### src/rtl/snn_frame_ctrl.sv
// snn_frame_ctrl: frame controller between the UART byte interfaces, the
// 1-bit input-image RAM and the SNN classifier core.
//   - Collects N_PIXELS received bytes, thresholds each one to a single bit
//     and writes it to RAM at sequential addresses.
//   - Pulses core_start, waits for core_done, latches the ASCII result on led.
//   - Transmits the ASCII digit, optionally followed by CR LF.
//   - Aborts a stalled load after RX_TIMEOUT idle clocks (sticky err_timeout).
//   - Flags bytes that arrive while no frame is being accepted (sticky err_ovr).
// Ports:
//   clk, rst_n                        clock, asynchronous active-low reset
//   rx_rdy, rx_data                   received byte strobe and data
//   ram_we, ram_addr, ram_wdata       image RAM write port / shared address
//   core_addr                         core read address (drives ram_addr outside LOAD)
//   core_start, core_done, core_digit classifier handshake and result
//   tx_start, tx_data, tx_rdy         transmitter request, byte, idle flag
//   led                               ASCII of the last result
//   busy, err_timeout, err_ovr        status
module snn_frame_ctrl #(
  parameter int unsigned N_PIXELS   = 784,
  parameter int unsigned ADDR_W     = 10,
  parameter int unsigned DIGIT_W    = 4,
  parameter logic [7:0]  PIX_THRESH = 8'h80,
  parameter int unsigned RX_TIMEOUT = 5000000,
  parameter bit          SEND_EOL   = 1'b1
) (
  input  logic               clk,
  input  logic               rst_n,
  input  logic               rx_rdy,
  input  logic [7:0]         rx_data,
  output logic               ram_we,
  output logic [ADDR_W-1:0]  ram_addr,
  output logic               ram_wdata,
  input  logic [ADDR_W-1:0]  core_addr,
  output logic               core_start,
  input  logic               core_done,
  input  logic [DIGIT_W-1:0] core_digit,
  output logic               tx_start,
  output logic [7:0]         tx_data,
  input  logic               tx_rdy,
  output logic [7:0]         led,
  output logic               busy,
  output logic               err_timeout,
  output logic               err_ovr
);

  localparam int unsigned TMO_W = (RX_TIMEOUT > 1) ? $clog2(RX_TIMEOUT + 1) : 1;
  localparam logic [ADDR_W-1:0] LAST_ADDR = ADDR_W'(N_PIXELS - 1);

  typedef enum logic [2:0] {
    IDLE, LOAD, START, WAIT_CORE, TX_DIG, TX_WAIT, TX_CR, TX_LF
  } state_e;

  // Which byte the current TX_WAIT belongs to, so it knows where to go next.
  typedef enum logic [1:0] {SEL_DIG, SEL_CR, SEL_LF} tx_sel_e;

  state_e              state_q, state_d;
  tx_sel_e             tx_sel_q, tx_sel_d;
  logic [ADDR_W-1:0]   pix_cnt_q, pix_cnt_d;
  logic [TMO_W-1:0]    tmo_cnt_q, tmo_cnt_d;
  logic                guard_q, guard_d;
  logic                core_start_q, core_start_d;
  logic                tx_start_q, tx_start_d;
  logic [7:0]          tx_data_q, tx_data_d;
  logic [7:0]          led_q, led_d;
  logic                busy_q, busy_d;
  logic                err_timeout_q, err_timeout_d;
  logic                err_ovr_q, err_ovr_d;
  logic                accept;
  logic                tmo_hit;

  function automatic logic [7:0] to_ascii(input logic [DIGIT_W-1:0] d);
    if (32'(d) < 32'd10) return 8'h30 + 8'(d);
    else                 return 8'h3F;
  endfunction

  // A byte is written the same cycle it arrives; gating with rst_n keeps the
  // write enable low while reset is held even if rx_rdy is active.
  assign accept    = rst_n && rx_rdy && ((state_q == IDLE) || (state_q == LOAD));
  assign ram_we    = accept;
  assign ram_wdata = (rx_data >= PIX_THRESH);
  assign ram_addr  = (state_q == LOAD) ? pix_cnt_q :
                     (accept ? '0 : core_addr);

  assign tmo_hit = (RX_TIMEOUT != 0) && ((32'(tmo_cnt_q) + 32'd1) == RX_TIMEOUT);

  always_comb begin
    state_d       = state_q;
    tx_sel_d      = tx_sel_q;
    pix_cnt_d     = pix_cnt_q;
    tmo_cnt_d     = tmo_cnt_q;
    guard_d       = guard_q;
    tx_start_d    = 1'b0;
    tx_data_d     = tx_data_q;
    led_d         = led_q;
    err_timeout_d = err_timeout_q;
    err_ovr_d     = err_ovr_q;

    case (state_q)
      IDLE: begin
        tmo_cnt_d = '0;
        if (rx_rdy) begin
          if (N_PIXELS == 1) begin
            pix_cnt_d = '0;
            state_d   = START;
          end else begin
            pix_cnt_d = ADDR_W'(1);
            state_d   = LOAD;
          end
        end
      end
      LOAD: begin
        // A byte arriving on the terminal count still wins over the abort.
        if (rx_rdy) begin
          tmo_cnt_d = '0;
          if (pix_cnt_q == LAST_ADDR) begin
            pix_cnt_d = '0;
            state_d   = START;
          end else begin
            pix_cnt_d = pix_cnt_q + 1'b1;
          end
        end else if (tmo_hit) begin
          err_timeout_d = 1'b1;
          pix_cnt_d     = '0;
          tmo_cnt_d     = '0;
          state_d       = IDLE;
        end else begin
          tmo_cnt_d = tmo_cnt_q + 1'b1;
        end
      end
      START: state_d = WAIT_CORE;
      WAIT_CORE: begin
        if (core_done) begin
          led_d   = to_ascii(core_digit);
          state_d = TX_DIG;
        end
      end
      TX_DIG, TX_CR, TX_LF: begin
        if (tx_rdy) begin
          tx_start_d = 1'b1;
          guard_d    = 1'b1;
          state_d    = TX_WAIT;
          if (state_q == TX_DIG) begin
            tx_data_d = led_q;
            tx_sel_d  = SEL_DIG;
          end else if (state_q == TX_CR) begin
            tx_data_d = 8'h0D;
            tx_sel_d  = SEL_CR;
          end else begin
            tx_data_d = 8'h0A;
            tx_sel_d  = SEL_LF;
          end
        end
      end
      TX_WAIT: begin
        // The transmitter drops tx_rdy only a cycle after seeing tx_start, so
        // the first cycle here must not be taken as "idle again".
        if (guard_q) begin
          guard_d = 1'b0;
        end else if (tx_rdy) begin
          case (tx_sel_q)
            SEL_DIG: state_d = SEND_EOL ? TX_CR : IDLE;
            SEL_CR:  state_d = TX_LF;
            default: state_d = IDLE;
          endcase
        end
      end
      default: state_d = IDLE;
    endcase

    if (rx_rdy && (state_q != IDLE) && (state_q != LOAD)) err_ovr_d = 1'b1;

    // START always lasts exactly one cycle, so registering its entry yields
    // a single-cycle pulse aligned with the START state.
    core_start_d = (state_d == START);
    busy_d       = (state_d != IDLE);
  end

  always_ff @(posedge clk or negedge rst_n) begin
    if (!rst_n) begin
      state_q       <= IDLE;
      tx_sel_q      <= SEL_DIG;
      pix_cnt_q     <= '0;
      tmo_cnt_q     <= '0;
      guard_q       <= 1'b0;
      core_start_q  <= 1'b0;
      tx_start_q    <= 1'b0;
      tx_data_q     <= 8'h00;
      led_q         <= 8'h00;
      busy_q        <= 1'b0;
      err_timeout_q <= 1'b0;
      err_ovr_q     <= 1'b0;
    end else begin
      state_q       <= state_d;
      tx_sel_q      <= tx_sel_d;
      pix_cnt_q     <= pix_cnt_d;
      tmo_cnt_q     <= tmo_cnt_d;
      guard_q       <= guard_d;
      core_start_q  <= core_start_d;
      tx_start_q    <= tx_start_d;
      tx_data_q     <= tx_data_d;
      led_q         <= led_d;
      busy_q        <= busy_d;
      err_timeout_q <= err_timeout_d;
      err_ovr_q     <= err_ovr_d;
    end
  end

  assign core_start  = core_start_q;
  assign tx_start    = tx_start_q;
  assign tx_data     = tx_data_q;
  assign led         = led_q;
  assign busy        = busy_q;
  assign err_timeout = err_timeout_q;
  assign err_ovr     = err_ovr_q;

endmodule

### config.mk
export PLATFORM = sky130hd
export DESIGN_NAME = snn_frame_ctrl
export DESIGN_NICKNAME = d
export VERILOG_FILES = /design/src/rtl/snn_frame_ctrl.sv
export SDC_FILE = /design/constraint.sdc
export NUM_CORES = 1
export LEC_CHECK = 0
export CAP_MARGIN = 10
export CORE_MARGIN = 5
export CORE_UTILIZATION = 40
export DETAILED_ROUTE_END_ITERATION = 12
export PLACE_DENSITY = 0.65
export SKIP_LAST_GASP = 1
export SLEW_MARGIN = 20
export SYNTH_ARGS = -nofsm -noshare
export SYNTH_HDL_FRONTEND = slang
export SYNTH_SLANG_ARGS = --single-unit
export TNS_END_PERCENT = 30
### constraint.sdc
create_clock -name clk -period 3.6 [get_ports clk]
set_input_delay 1.08 -clock clk [delete_from_list [all_inputs] [get_ports clk]]
set_output_delay 1.08 -clock clk [all_outputs]
set_load 0.05 [all_outputs]
==> flow_metrics.py <==
metrics = {
    "timing": {
        "maxSlewViolCount": 0,
        "setup_slack_ps": 313,
        "worst_pin_slew_ps": 701,
        "tns_ps": 0,
        "rsz0062_at_grt": "no",
        "setup_viol": 0,
        "finalCritPeriodShare": 0.913,
        "clock.fmax_ghz": 0.304,
        "maxSlewHeadroom": 0.533,
        "hold_viol": 0,
        "fin_crit_ps": 3290,
        "skew_ps": 11.2,
    },
    "global_routing": {
        "grt_overflow_total": 0,
        "grt_usage": 0.176,
        "grt_pass1_wl_um": 15000,
        "antenna_found_initial": 0,
        "grt_max_degree": 55,
        "first_global_vias": 3150,
    },
    "critical_path": {
        "critPathKind": "primary input to primary output",
        "cp_max_fo": 11,
        "cp_common_cell": "buf_4",
        "critical_path_arrival_ps": 2210,
        "slowest_stage": "clkdlybuf4s50_1",
        "required_ps": 2520,
        "cpPeakStageDelay_ps": 420,
        "worstSetupStartpoint": "rx_rdy",
        "path_cells": "clkdlybuf4s50_1 > and3_1 > buf_4 > o21ai_1 > buf_4",
        "cp-start-kind": "primary input",
        "end_kind": "primary output",
        "timing.rr.start": "tmo_cnt_q[0]",
    },
    "detailed_routing": {
        "first_pass_iters": 4,
        "wl_per_cell_um": 16.2,
        "routed_wl_um": 8820,
        "drcViolationCount": 0,
        "antenna_left": 0,
        "vias_per_cell": 5.78,
        "drt_iter0_markers": 157,
        "num_vias": 3149,
    },
    "placed_design": {
        "dp_cells": 537,
        "place_congestion": 0.877,
        "place_ws_ps": 310,
        "hpwl_um": 6330,
        "portBuffers": 46,
    },
    "power": {
        "leakage_nw": 1.73,
        "powerDensity_nw_per_um2": 439,
        "peakVddDrop_mv": 0.184,
    },
    "finish": {
        "final_layout_size_suffix_gt1_frac": 0.118,
        "syn_to_final_growth_pct": 17.9,
        "fill_cells": 817,
        "antennaDiodeCount": 0,
        "fin_cells": 545,
        "fin_nets": 468,
    },
    "die": {
        "die_h_um": 102,
        "ios": 60,
        "die_w_um": 102,
        "std_cell_rows": 33,
        "dieArea_um2": 10400,
        "core_area_um2": 8260,
        "initial_core_util": 0.411,
    },
    "logic_synthesis": {
        "yosys.cell_types.count": 63,
        "ys_ff_latch": 54,
        "synthCells": 406,
        "mappedNetlistArea_um2": 3390,
        "synth_edf_count": 0,
        "postSynthAreaPerCell_um2": 8.35,
        "synthFlopType": "dfrtp_1",
        "yosys_warnings": 0,
        "yosysSeqAreaShare": 0.399,
        "async_flop_share": 1.00,
    },
    "clock_tree": {
        "cts-resized-gates": 0,
        "cts_hold_buf": 0,
        "worstSkewPairLatency_ps": 310,
        "post_cts_buffers": 0,
        "path_clk_slew_ps": 100,
        "clock_path_buffers": 2,
        "htreeDepth": 2,
        "clkSinkCount": 54,
        "cts_made_buffers": 5,
        "root_buffer": "clkbuf_8",
        "tritoncts": "yes",
    },
    "min_path": {
        "hp-class": "flop to flop",
        "hp-start": "err_ovr",
    },
    "flow_run": {
        "drv_cap": 0,
    },
    "outcome": {
        "outcome": "finished clean",
    },
}
==> power breakdown <==
group	switching [W]	internal (W)
Clock	0.000211	0.000229
Combinational	0.000407	0.000200
Sequential	0.0000649	0.000641
==> cells in the mapped netlist (4+ instances only) <==
library cell,number,area [um2]
nand2_1,64,240
dfrtp_1,54,1350
o21ai_0,35,175
a21oi_1,29,145
nand3_1,24,120
nor2_1,23,86.3
clkbuf_1,17,63.8
inv_1,13,48.8
o21ai_1,11,55.1
nand4_1,9,56.3
or3_1,9,56.3
and3_1,8,50.1
nor3_1,8,40.0
a21o_1,6,45.0
buf_2,6,30.0
buf_4,6,45.0
a211o_1,5,43.8
nand2b_1,4,25.0
nor2b_1,4,25.0
or2_2,4,25.0
==> stage by stage <==
stage / hold WS [ps] / total power [W] / utilization / instance area (um2)
2_1_floorplan: 501 / 0.00114 / - / 3400
3_3_place_gp: 449 / 0.00132 / 0.469 / 3880
3_5_place_dp: 450 / 0.00133 / 0.469 / 3880
4_1_cts: 474 / 0.00177 / 0.484 / 4000
5_1_grt: 484 / 0.00185 / 0.484 / 4000
6_report: 468 / 0.00175 / 0.484 / 4000
==> logic make-up after synthesis <==
family / synth area share
flops: 0.399
buf+inv: 0.0587
compound gates: 0.242
fa+ha+maj: 0.00738
other cells: 0.00111
simple gates: 0.276
mux: 0.0111
xor+xnor: 0.00517
==> critical path, delay by kind of cell <==
| kind | cells | cell delay, ps |
|---|---|---|
| buf+inv | 3 | 820 |
| simple gates | 1 | 150 |
| compound gates | 1 | 150 |
==> metal layers <==
metal	global-route usage	vias up	wire, um
li1	-	1530	-
met1	0.230	1542	3950
met4	0.0545	0	126
met3	0.0348	11	388
met2	0.296	66	4350
met5	0	-	0
==> cells in the final DEF, fill, tap and decap left out, types with 4 or more instances in the layout <==
master,n
conb_1,4
nand2b_1,4
a21oi_1,29
nor2b_1,4
o21ai_1,21
a21o_1,6
nand4_1,9
or2_2,4
and3_1,8
o21ai_0,25
buf_4,17
or3_1,9
dfrtp_1,54
clkdlybuf4s50_1,34
a211o_1,5
nor3_1,8
nor2_1,23
nand3_1,24
clkbuf_8,6
inv_1,13
nand2_1,64
==> sequential cells by signal, indices dropped and copies added (netlist names) <==
register     flops
tmo_cnt_q       23
pix_cnt_q       10
led              5
tx_data          5
state_q          3
tx_sel_q         2
busy             1
core_start       1
err_ovr          1
err_timeout      1
guard_q          1
tx_start         1
==> area by class of cell <==
class / count / area, um2 / area share
Tap cell: 105 / 131 / 0.0329
Timing Repair Buffer: 53 / 493 / 0.123
Multi-Input combinational cell: 312 / 1850 / 0.463
Clock buffer: 6 / 82.6 / 0.0207
Clock inverter: 2 / 38.8 / 0.00970
Inverter: 13 / 48.8 / 0.0122
Sequential cell: 54 / 1350 / 0.338
==> final timing paths <==
kind,endpoint,slack [ps],cells past startpoint
min,err_ovr,470,1
max,ram_addr[9],310,5
max in group asynchronous,tx_data[2],2160,2
max reg2reg,pix_cnt_q[5],550,8
min in group asynchronous,tmo_cnt_q[14],950,2
min reg2reg,err_ovr,470,1
Note: power is estimated with default switching activity, not from simulation.
